File: src/rtl/cpu_wb_pkg.sv
// cpu_wb_pkg: shared types for the CPU-side Wishbone master bridge.
//   wb_state_t : bridge FSM states (IDLE / BUS / HOLD)
//   wb_req_t   : latched CPU request (we, addr, wdata, sel, last), sized to the
//                widest supported bus; each bridge uses only the low AW/DW/SEL_W
//                bits and the rest stay zero.
//   cnt_width  : width needed by a counter that must be able to hold `limit`.
package cpu_wb_pkg;

  typedef enum logic [1:0] {
    IDLE = 2'd0,
    BUS  = 2'd1,
    HOLD = 2'd2
  } wb_state_t;

  localparam int unsigned REQ_AW_MAX  = 64;
  localparam int unsigned REQ_DW_MAX  = 256;
  localparam int unsigned REQ_SEL_MAX = REQ_DW_MAX / 8;

  typedef struct packed {
    logic                   we;
    logic [REQ_AW_MAX-1:0]  addr;
    logic [REQ_DW_MAX-1:0]  wdata;
    logic [REQ_SEL_MAX-1:0] sel;
    logic                   last;
  } wb_req_t;

  function automatic int unsigned cnt_width(input int unsigned limit);
    return (limit == 0) ? 1 : $clog2(limit + 1);
  endfunction

endpackage

File: src/rtl/wb_timeout_cnt.sv
// wb_timeout_cnt: stall timer for one Wishbone strobe phase.
//   clk, rst : clock, synchronous active-high reset
//   clr      : restart the count (entry to BUS)
//   en       : a BUS cycle is in progress
//   expired  : the current BUS cycle is the TIMEOUT-th one without termination
// With TIMEOUT = 0 the timer is removed and expired is tied low.
module wb_timeout_cnt
  import cpu_wb_pkg::*;
#(
  parameter int unsigned TIMEOUT = 255
) (
  input  logic clk,
  input  logic rst,
  input  logic clr,
  input  logic en,
  output logic expired
);

  if (TIMEOUT == 0) begin : g_off
    logic unused_ctl;
    assign unused_ctl = ^{clk, rst, clr, en};
    assign expired    = 1'b0;
  end else begin : g_cnt
    localparam int unsigned CW = cnt_width(TIMEOUT);
    // cnt holds the number of BUS cycles already completed, so the cycle in
    // which cnt == TIMEOUT-1 is the last one STB may stay high.
    localparam logic [CW-1:0] LAST = CW'(TIMEOUT - 1);

    logic [CW-1:0] cnt;

    always_ff @(posedge clk) begin
      if (rst || clr) begin
        cnt <= '0;
      end else if (en && (cnt != LAST)) begin
        cnt <= cnt + CW'(1);
      end
    end

    assign expired = en && (cnt == LAST);
  end

endmodule

File: src/rtl/wb_master_bridge.sv
// wb_master_bridge: Wishbone classic-cycle master driven by a valid/ready CPU
// request port.
//   clk, rst           : clock, synchronous active-high reset
//   req_*              : CPU request (valid/ready handshake, we, addr, wdata,
//                        sel with 0 = all lanes, last = release CYC afterwards)
//   rsp_*              : one-cycle completion pulse with read data, error and
//                        timeout flags
//   wb_*               : Wishbone master signals
//
//   state | meaning
//   ------+-----------------------------------------------------------
//   IDLE  | no cycle open, CYC=0 STB=0, ready for a request
//   BUS   | beat in flight, CYC=1 STB=1, waiting for ACK/ERR/timeout
//   HOLD  | block transfer open, CYC=1 STB=0, waiting for the next beat
module wb_master_bridge
  import cpu_wb_pkg::*;
#(
  parameter  int unsigned AW      = 16,
  parameter  int unsigned DW      = 16,
  parameter  int unsigned TIMEOUT = 255,
  localparam int unsigned SEL_W   = DW / 8
) (
  input  logic             clk,
  input  logic             rst,

  input  logic             req_valid,
  output logic             req_ready,
  input  logic             req_we,
  input  logic [AW-1:0]    req_addr,
  input  logic [DW-1:0]    req_wdata,
  input  logic [SEL_W-1:0] req_sel,
  input  logic             req_last,

  output logic             rsp_valid,
  output logic [DW-1:0]    rsp_rdata,
  output logic             rsp_err,
  output logic             rsp_timeout,

  output logic [AW-1:0]    wb_adr_o,
  output logic [DW-1:0]    wb_dat_o,
  input  logic [DW-1:0]    wb_dat_i,
  output logic             wb_we_o,
  output logic [SEL_W-1:0] wb_sel_o,
  output logic             wb_stb_o,
  output logic             wb_cyc_o,
  input  logic             wb_ack_i,
  input  logic             wb_err_i
);

  wb_state_t       state, state_n;
  wb_req_t         req_q, req_n;
  logic            stb_q, stb_n;
  logic            cyc_q, cyc_n;
  logic            rsp_valid_n, rsp_err_n, rsp_timeout_n;
  logic [DW-1:0]   rsp_rdata_n;
  logic            accept;
  logic            tmo_expired;
  logic            unused_req_hi;

  assign req_ready = (state != BUS) && !rst;
  assign accept    = req_valid && req_ready;

  wb_timeout_cnt #(
    .TIMEOUT (TIMEOUT)
  ) u_tmo (
    .clk     (clk),
    .rst     (rst),
    .clr     (accept),
    .en      (state == BUS),
    .expired (tmo_expired)
  );

  always_comb begin
    state_n       = state;
    req_n         = req_q;
    stb_n         = stb_q;
    cyc_n         = cyc_q;
    rsp_valid_n   = 1'b0;
    rsp_err_n     = 1'b0;
    rsp_timeout_n = 1'b0;
    rsp_rdata_n   = '0;

    case (state)
      IDLE, HOLD: begin
        if (accept) begin
          req_n                  = '0;
          req_n.we               = req_we;
          req_n.addr[AW-1:0]     = req_addr;
          req_n.wdata[DW-1:0]    = req_wdata;
          req_n.sel[SEL_W-1:0]   = (req_sel == '0) ? {SEL_W{1'b1}} : req_sel;
          req_n.last             = req_last;
          stb_n                  = 1'b1;
          cyc_n                  = 1'b1;
          state_n                = BUS;
        end
      end

      BUS: begin
        // ERR beats ACK; a real ACK beats a timeout landing in the same cycle.
        if (wb_err_i || (!wb_ack_i && tmo_expired)) begin
          state_n       = IDLE;
          req_n         = '0;
          stb_n         = 1'b0;
          cyc_n         = 1'b0;
          rsp_valid_n   = 1'b1;
          rsp_err_n     = 1'b1;
          rsp_timeout_n = !wb_err_i;
        end else if (wb_ack_i) begin
          stb_n       = 1'b0;
          rsp_valid_n = 1'b1;
          if (!req_q.we) begin
            rsp_rdata_n = wb_dat_i;
          end
          if (req_q.last) begin
            state_n = IDLE;
            req_n   = '0;
            cyc_n   = 1'b0;
          end else begin
            state_n = HOLD;
          end
        end
      end

      default: begin
        state_n = IDLE;
        req_n   = '0;
        stb_n   = 1'b0;
        cyc_n   = 1'b0;
      end
    endcase
  end

  always_ff @(posedge clk) begin
    if (rst) begin
      state       <= IDLE;
      req_q       <= '0;
      stb_q       <= 1'b0;
      cyc_q       <= 1'b0;
      rsp_valid   <= 1'b0;
      rsp_err     <= 1'b0;
      rsp_timeout <= 1'b0;
      rsp_rdata   <= '0;
    end else begin
      state       <= state_n;
      req_q       <= req_n;
      stb_q       <= stb_n;
      cyc_q       <= cyc_n;
      rsp_valid   <= rsp_valid_n;
      rsp_err     <= rsp_err_n;
      rsp_timeout <= rsp_timeout_n;
      rsp_rdata   <= rsp_rdata_n;
    end
  end

  assign wb_adr_o = req_q.addr[AW-1:0];
  assign wb_dat_o = req_q.wdata[DW-1:0];
  assign wb_we_o  = req_q.we;
  assign wb_sel_o = req_q.sel[SEL_W-1:0];
  assign wb_stb_o = stb_q;
  assign wb_cyc_o = cyc_q;

  // Upper struct bits beyond this instance's widths are always zero.
  assign unused_req_hi = ^(req_q.addr >> AW) ^ ^(req_q.wdata >> DW) ^ ^(req_q.sel >> SEL_W);

endmodule

File: config.mk
export PLATFORM = sky130hd
export DESIGN_NAME = wb_master_bridge
export DESIGN_NICKNAME = d
export VERILOG_FILES = /design/src/rtl/cpu_wb_pkg.sv /design/src/rtl/wb_timeout_cnt.sv /design/src/rtl/wb_master_bridge.sv
export SDC_FILE = /design/constraint.sdc
export NUM_CORES = 1
export LEC_CHECK = 0
export ABC_AREA = 0
export ABC_CLOCK_PERIOD_IN_PS = 3100
export CAP_MARGIN = 10
export CORE_MARGIN = 5
export CORE_UTILIZATION = 41
export DETAILED_ROUTE_END_ITERATION = 16
export PLACE_DENSITY_LB_ADDON = 0.08
export SYNTH_ARGS = -nofsm -noshare
export SYNTH_HDL_FRONTEND = slang
export SYNTH_SLANG_ARGS = --single-unit
File: constraint.sdc
create_clock -name clk -period 3.1 [get_ports clk]
set_input_delay 0.93 -clock clk [delete_from_list [all_inputs] [get_ports clk]]
set_output_delay 0.93 -clock clk [all_outputs]
set_load 0.02 [all_outputs]
# Word level (Yosys, flattened, before mapping)
# Index checks and enable logic that the tools add are counted.
totals:
  ff_bits: 67
  inputBits: 57
  out_inout_bits: 57
  elab_cells: 65
classes:
  n_eq_ne: 8
  reduce_logical: 18
  n_mux: 22
  n_bitwise: 3
  n_addsub: 1
ops:
  columns: ["op", "n"]
  rows:
  - ["$mux 354", 4]
  - ["$pmux 354 s2", 1]
  - ["$mux 2", 5]
  - ["$mux 1", 9]
  - ["$add 8x1->8 const B", 1]
  - ["$eq 8x8->1 const B", 1]
  - ["$ne 8x8->1 const B", 1]
  - ["$ne 3x3->1 const B", 2]
  - ["$logic_and 1x1->1", 5]
  - ["$reduce_or 5->1", 1]
  - ["$logic_not 2->1", 2]
  - ["$ne 2x1->1 const B", 2]
  - ["$pmux 1 s2", 2]
  - ["$pmux 2 s2", 1]
  - ["$reduce_or 2->1", 2]
  - ["$logic_not 1->1", 3]
  - ["$not 1->1", 3]
  - ["$reduce_and 3->1", 1]
  - ["$reduce_or 3->1", 1]
  - ["$eq 2x1->1 const B", 1]
  - ["$eq 2x2->1 const B", 1]
  - ["$logic_or 1x1->1", 2]
  - ["$reduce_and 2->1", 1]

# Longest topological paths before layout
# Gate-level depths: netlist (run 1).
depth:
  ltp_word: 6
  depth_mapped: 7
  depth_no_buf: 6

# Hierarchy
# A second synthesis (run 1) with hierarchy kept.
hier_totals:
  hier_cells: 340
  hier_area_um2: 3148.0
modules_own_cells:
  columns: ["module", "cells_each", "seq_area_each_um2", "area_each_um2", "n_inst"]
  rows:
  - ["wb_master_bridge", 286, 1181.1, 2682.6, 1]
  - ["wb_timeout_cnt", 54, 160.2, 465.4, 1]

# Least setup slack after synthesis (run 1)
# Ideal clock, no wire load.
synth_timing:
  kind: "input to register"
  startpoint: "input rst"
  endpoint: "register req_q (netlist bit wb_dat_o[10])"
  setup_ns: 0.060
  slack_ns: 0.650
  required_time_ns: 3.040
  t_arrival_ns: 2.390
  cell_stages: 7
  path_buffers: 3
  cell_sequence: "buf_2 or3b_1 buf_6 a211o_1 o32ai_4 buf_6 a22o_1"
synth_between:
  elab_chain_len: 5
synth_lines:
  columns: ["element", "line", "rtl"]
  rows:
  - ["start: declaration", "wb_master_bridge.sv:24", "input logic rst,"]
  - ["$logic_not 1->1", "wb_master_bridge.sv:60", "assign req_ready = (state != BUS) && !rst;"]
  - ["$logic_and 1x1->1", "wb_master_bridge.sv:60", null]
  - ["$logic_and 1x1->1", "wb_master_bridge.sv:61", "assign accept = req_valid && req_ready;"]
  - ["$ne 2x1->1 (no source line)", null, null]
  - ["$reduce_and 3->1 (no source line)", null, null]
  - ["end signal: assignment", "wb_master_bridge.sv:145", "req_q <= req_n;"]
  - ["end: declaration", "wb_master_bridge.sv:51", "wb_req_t req_q, req_n;"]
# Several ways; a longest one is shown, not always the timed one.
# A chain may end at the register's enable or synchronous reset.

# Final worst setup path (run 1)
layout_timing:
  startpoint: "input rst"
  endpoint: "output req_ready"
layout_between:
  elab_chain_len: 2
layout_lines:
  columns: ["element", "line", "rtl"]
  rows:
  - ["$logic_not 1->1", "wb_master_bridge.sv:60", null]
  - ["$logic_and 1x1->1", "wb_master_bridge.sv:60", null]
  - ["end: declaration", "wb_master_bridge.sv:27", "output logic req_ready,"]
# Every way passes these cells.

==> impl_metrics.tcl, run 1 <==
set metrics [dict create \
    cap_violations 0 \
    holdBufCountCts 0 \
    place_hpwl_mm 4.09 \
    first_pass_iters 4 \
    dpl_cell_area_sq_um 3480 \
    postRouteAntennaNets 0 \
    final.setup_skew_ps 7.88 \
    gp_congestion 0.717 \
    ios 114 \
    antenna_found_initial 0 \
    hold-worst-slack_ps 471 \
    diodes 0 \
    yosysUniqueCellTypes 36 \
    min_path_type "flop to flop" \
    power.density_nw_per_um2 514 \
    die_w_um 88.6 \
    final_max_slew_viol_count 0 \
    cts_buffer_depth 2 \
    grt.busiest_layer "met2" \
    crit_slowest_cell "clkdlybuf4s50_1" \
    yosysWarnings 0 \
    drive_gt1_frac 0.0721 \
    setup_viol 0 \
    grt_max_degree 27 \
    use_met1 0.174 \
    whs_path_depth 1 \
    grt_first_pass_wirelength_mm 8.66 \
    final_hold_viol_count 0 \
    nFillCells 519 \
    cp-start-kind "primary input" \
    fin_nets 373 \
    cp_max_fo 2 \
    post_cts_buffers 0 \
    clk_pin_slew_ps 70 \
    placed_cells 378 \
    coreArea_sq_um 5960 \
    grtUsageMet3 0.0605 \
    finalCritPeriodShare 0.965 \
    worstReg2RegStart "state[0]" \
    stdcell_count 394 \
    ir_drop_uv 288 \
    vias 1847 \
    hp-start "wb_cyc_o" \
    reg2regPathDepth 5 \
    clock-root-buffer "clkbuf_8" \
    cts_buffers 9 \
    rsz0062_at_grt "false" \
    arrival_ps 2060 \
    crit_path_cell_trace "clkdlybuf4s50_1, nor2_1, clkdlybuf4s50_1" \
    clock_sink_count 67 \
    grt_util_met2 0.225 \
    synthCells 230 \
    worstMarginPinSlew_ps 591 \
    insertion_delay_ps 330 \
    h-tree-depth 3 \
    drcViolationCount 0 \
    cts_tree "done" \
    holdPathEnd "wb_cyc_o" \
    grt_pass1_vias 1815 \
    io_buffer_count 113 \
    viasPerCell 4.69 \
    syn_area_per_cell_sq_um 11.0 \
    cpMostUsedCell "clkdlybuf4s50_1" \
    worst_r2r_endpoint "wb_dat_o[7]" \
    setup-tns-final_ps 0 \
    relSlewSlack 0.606 \
    row_count 28 \
    outcome "finished clean" \
    critPathCaptureType "output pin" \
    die_height_um 88.6 \
    finalInstanceArea_sq_um 3670 \
    syn_to_final_growth_pct 45.1 \
    seq_area_frac_synth 0.530 \
    initial_core_util 0.425 \
    p_leak_nw 1.41 \
    wirelength_mm 5.56 \
    power_w 0.00189 \
    die-area_sq_um 7840 \
    avgRoutedWirePerCell_um 14.1 \
    fmax_ghz 0.334 \
    slowest_delay_ps 600 \
    post-route-min-period_ps 2990 \
    synth.net_count 289 \
    critPathKind "primary input to output pin" \
    grt_use_total 0.145 \
    synth_seq_cells 67 \
    drt-initial-drc-count 58 \
    reg2reg_slack_ps 1260 \
    cts_resized 0 \
    syn_area_sq_um 2530 \
    critPathRequiredTime_ps 2170 \
    overflow 0 \
]
-- synth_stat cells, drive strengths merged --
master / instances / share of area
inv: 3 / 0.0044
nor4b: 1 / 0.0059
nand4b: 1 / 0.0035
ha: 2 / 0.0099
clkbuf: 7 / 0.010
o32ai: 2 / 0.014
nor2b: 1 / 0.0025
nand2b: 3 / 0.0074
xnor2: 4 / 0.014
nand3: 3 / 0.0059
o211ai: 1 / 0.0030
a211o: 1 / 0.0035
a21oi: 2 / 0.0040
o22ai: 1 / 0.0025
and2: 17 / 0.042
nor3b: 1 / 0.0030
nand2: 2 / 0.0030
buf: 40 / 0.13
o21bai: 1 / 0.0030
xor2: 2 / 0.0069
a21o: 3 / 0.0089
a22o: 37 / 0.13
o21ai: 2 / 0.0040
nand4: 2 / 0.0049
nor3: 1 / 0.0020
nor4: 3 / 0.0074
and4: 1 / 0.0035
a211oi: 3 / 0.0089
nor2: 13 / 0.019
o22a: 1 / 0.0035
and3: 1 / 0.0025
dfxtp: 67 / 0.53
or3b: 1 / 0.0035
-- layout make-up --
cell class	instances	area, sq um	area share
multi-input combinational	113	836	0.228
sequential	67	1340	0.365
timing repair buffer	120	1200	0.326
inverter	3	11.3	0.00307
clock buffer	12	145	0.0395
tap	75	93.8	0.0255
clock inverter	4	50.0	0.0136
-- critical path: cells and delay by family --
kind / cells / cell delay (ps)
buffers and inverters: 2 / 1020
and+or+nand+nor: 1 / 110
-- state kept, by name, indices dropped and copies added (netlist names) --
| signal | count |
|---|---|
| wb_sel_o | 2 |
| rsp_err | 1 |
| state | 2 |
| rsp_rdata | 16 |
| wb_dat_o | 16 |
| rsp_valid | 1 |
| wb_cyc_o | 1 |
| wb_stb_o | 1 |
| req_q | 1 |
| u_tmo.g_cnt.cnt | 8 |
| wb_adr_o | 16 |
| wb_we_o | 1 |
| rsp_timeout | 1 |
-- cell families (layout without fill, tap and decap cells) --
kind of cell	count (synthesis)	count (layout)	synth area share
simple gates	51	51	0.116
compound gates	54	54	0.183
buf+inv	50	139	0.140
xor+xnor	6	6	0.0208
fa+ha+maj	2	2	0.00988
flops	67	67	0.530
-- layer usage --
metal | part of all wire | vias to the layer above
met5 | 0 | -
met2 | 0.47 | 56
li1 | - | 945
met3 | 0.082 | 10
met4 | 0.016 | 0
met1 | 0.43 | 836
-- cell usage in the layout (no fill, tap or decap), types with 2 or more instances in the layout --
master and instances:
nand2b_1 3, o21ai_0 2, clkinvlp_4 2, a21oi_1 2, buf_4 6, nand3_1 3
xor2_1 2, nor4_1 3, a21o_1 3, and2_1 17, clkbuf_1 2, clkdlybuf4s50_1 113
clkbuf_8 10, dfxtp_1 67, nand2_1 2, nand4_1 2, a22o_1 37, a211oi_1 3
inv_1 3, ha_1 2, xnor2_1 4, nor2_1 13
-- how the worst max path moves through the flow --
stage	from	slack (ps)	to	cells past startpoint
floorplan	rst	650	wb_dat_o[10]	7
global placement	rst	110	req_ready	3
detailed placement	rst	110	req_ready	3
CTS	rst	100	req_ready	3
global route	rst	60	req_ready	3
finish	rst	110	req_ready	3
-- per-stage QoR --
stage,utilization,setup WS (ps)
finish,0.617,109
global route,0.617,59.7
CTS,0.617,103
detailed placement,0.584,109
global placement,0.584,109
floorplan,-,650
-- report_power, final --
part | total [W] | switching [W] | internal (W)
logic | 0.000267 | 0.000110 | 0.000157
registers | 0.000919 | 0.0000213 | 0.000898
clock network | 0.000703 | 0.000311 | 0.000393
(Power assumes the default switching activity.)
==> run 2: changes to the inputs <==
--- a/config.mk
+++ b/config.mk
@@ -5,7 +5,6 @@
 export SDC_FILE = /design/constraint.sdc
 export NUM_CORES = 1
 export LEC_CHECK = 0
-export ABC_AREA = 0
 export ABC_CLOCK_PERIOD_IN_PS = 3100
 export CAP_MARGIN = 10
 export CORE_MARGIN = 5
==> results of run 2 <==
Same layout as run 1: the final DEF is identical, and so are final timing and power.
==> run 3: changes to the inputs <==
--- a/config.mk
+++ b/config.mk
@@ -8,9 +8,10 @@
 export ABC_CLOCK_PERIOD_IN_PS = 3100
 export CAP_MARGIN = 10
 export CORE_MARGIN = 5
-export CORE_UTILIZATION = 41
+export CORE_UTILIZATION = 45
 export DETAILED_ROUTE_END_ITERATION = 16
-export PLACE_DENSITY_LB_ADDON = 0.08
+export PLACE_DENSITY_LB_ADDON = 0.2
 export SYNTH_ARGS = -nofsm -noshare
 export SYNTH_HDL_FRONTEND = slang
+export SYNTH_HIERARCHICAL = 1
 export SYNTH_SLANG_ARGS = --single-unit
==> run 3 against run 2 <==
Net effect:
- via count rose by 43%
- die area up 12%
- critical path depth grew 1
- flip-flop and latch count did not move
- clock power shrank 7.8%
- routed wire length rose by 36%
- clock skew increased by 2.8 ps
==> impl_metrics.tcl, run 3 <==
set metrics [dict create \
    wirelength_mm 7.56 \
    first_pass_iters 4 \
    drt-initial-drc-count 92 \
    drive_gt1_frac 0.139 \
    coreArea_sq_um 6790 \
    reg2reg_slack_ps 870 \
    synthCells 340 \
    post_cts_buffers 0 \
    ios 114 \
    seq_area_sq_um 1340 \
    yosysUniqueCellTypes 45 \
    synth-edff-count 0 \
    critPathCaptureType "output pin" \
    fmax_ghz 0.352 \
    ir_drop_uv 240 \
    seq_area_frac_synth 0.426 \
    place_ws_ps 379 \
    worstReg2RegStart "u_tmo/g_cnt.cnt[0]" \
    avgRoutedWirePerCell_um 14.7 \
    cap_violations 0 \
    arrival_ps 1910 \
    h-tree-depth 3 \
    row_count 30 \
    critPathKind "flop to output pin" \
    clk_pin_slew_ps 70 \
    synth_seq_cells 67 \
    cts_tree "done" \
    cts_buffer_depth 2 \
    fin_ws_ps 260 \
    initial_core_util 0.463 \
    vias 2632 \
    critPathRequiredTime_ps 2170 \
    cp_max_fo 24 \
    die_w_um 93.6 \
    yosysTopAreaCell "dfxtp_1" \
    yosysWarnings 6 \
    crit_buf_inv 2 \
    final_hold_viol_count 0 \
    min_path_type "flop to flop" \
    synth.top_cell.area_share 0.426 \
    io_buffer_count 113 \
    worst_r2r_endpoint "wb_dat_o[7]" \
    finalCritPeriodShare 0.916 \
    grt_pass1_vias 2572 \
    clock-root-buffer "clkbuf_8" \
    final.setup_skew_ps 10.7 \
    post-route-min-period_ps 2840 \
    synthFlopType "dfxtp_1" \
    holdPathEnd "wb_stb_o" \
    overflow 0 \
    fin_nets 472 \
    clock_sink_count 67 \
    grt_use_total 0.182 \
    cp_top_family "buffers and inverters" \
    crit_slowest_cell "clkdlybuf4s50_1" \
    reg2regPathDepth 7 \
    syn_to_final_growth_pct 35.5 \
    grt_max_degree 50 \
    rsz0062_at_grt "false" \
    layout_common_cells "clkdlybuf4s50_1 (112), dfxtp_1 (67), a21oi_1 (64)" \
    final_common_cell "clkdlybuf4s50_1" \
    multi_input_area_sq_um 1410 \
    worstMarginPinSlew_ps 614 \
    cts_buffers 9 \
    slowest_delay_ps 550 \
    nFillCells 588 \
    drcViolationCount 0 \
    postRouteAntennaNets 0 \
    p_leak_nw 1.49 \
    cts_resized 0 \
    syn_area_per_cell_sq_um 9.26 \
    relSlewSlack 0.591 \
    outcome "finished clean" \
    setup-tns-final_ps 0 \
    crit_path_cell_trace "nand2b_1, inv_2, nor2_1, clkdlybuf4s50_1" \
    place_hpwl_mm 5.39 \
    syn_area_sq_um 3150 \
    holdBufCountCts 0 \
    async_reset_ff_frac 0 \
    diodes 0 \
    gp_congestion 0.815 \
    synth.net_count 399 \
    die_height_um 93.6 \
    antenna_found_initial 0 \
    cp-start-kind "flop" \
    whs_path_depth 2 \
    power.density_nw_per_um2 448 \
    grt_first_pass_wirelength_mm 12.6 \
    yosysMostFrequentCell "dfxtp_1" \
    synthTopCellsByArea "dfxtp_1 (43%), a21oi_1 (10%), buf_4 (9.1%), a211oi_2 (6.8%), mux2_2 (3.6%)" \
    hp-start "wb_stb_o" \
    final_max_slew_viol_count 0 \
    insertion_delay_ps 330 \
    die-area_sq_um 8770 \
    synth_common_cells "dfxtp_1 (67), a21oi_1 (64), buf_4 (38)" \
    viasPerCell 5.12 \
    setup_viol 0 \
]
[run 3: final cells by class]
cell class	instances	area share
flip-flops and latches	67	0.315
clock buffers	11	0.0355
inverters	5	0.00440
repair buffers	121	0.281
well taps	96	0.0282
multi-input cells	209	0.330
clock inverters	5	0.00646
[run 3: power breakdown]
part | internal [W] | switching, W | leakage (nW) | total (W)
logic | 0.000176 | 0.000169 | 0.846 | 0.000345
registers | 0.000894 | 0.0000215 | 0.546 | 0.000915
clock network | 0.000328 | 0.000320 | 0.0949 | 0.000648
[run 3: layer usage]
layer,track usage,wire length [um],vias up
met3,0.0700,672,11
met2,0.291,3620,86
met5,0,0,-
met4,0.0734,108,0
li1,-,-,1331
met1,0.220,3160,1204
[run 3: cell families after synthesis]
| group | count (synthesis) | synth area share |
|---|---|---|
| AO/OA/AOI/OAI | 110 | 0.238 |
| adder cells (fa/ha/maj) | 2 | 0.00795 |
| multiplexers | 11 | 0.0390 |
| AND/OR/NAND/NOR | 86 | 0.162 |
| flip-flops | 67 | 0.426 |
| buffers and inverters | 64 | 0.127 |
[run 3: worst max-delay path by stage]
stage / start / end / slack, ps / depth (start not counted)
global route: state[0] / req_ready / 100 / 4
finish: state[0] / req_ready / 260 / 4
CTS: state[0] / req_ready / 230 / 4
floorplan: rst / u_tmo/g_cnt.cnt[4] / 730 / 7
global placement: rst / req_ready / 410 / 3
detailed placement: wb_ack_i / wb_dat_o[7] / 380 / 4
[run 3: per-stage QoR]
stage               cell area, sq um   util  hold slack, ps  total power [W]  cells
floorplan                       3150      -             459          0.00115    340
global placement                4090  0.601             475          0.00128    498
detailed placement              4090  0.601             479          0.00128    498
CTS                             4260  0.628             490          0.00193    514
global route                    4260  0.628             521          0.00202    514
finish                          4260  0.628             490          0.00191    514
[run 3: worst register-to-register path, delay by kind of cell, from the launching register on]
| kind | cells | cell delay, ps |
|---|---|---|
| DFF | 1 | 400 |
| adders and majority gates | 1 | 240 |
| buffers and inverters | 1 | 80 |
| and+or+nand+nor | 4 | 1050 |
| AOI/OAI and AO/OA | 1 | 370 |
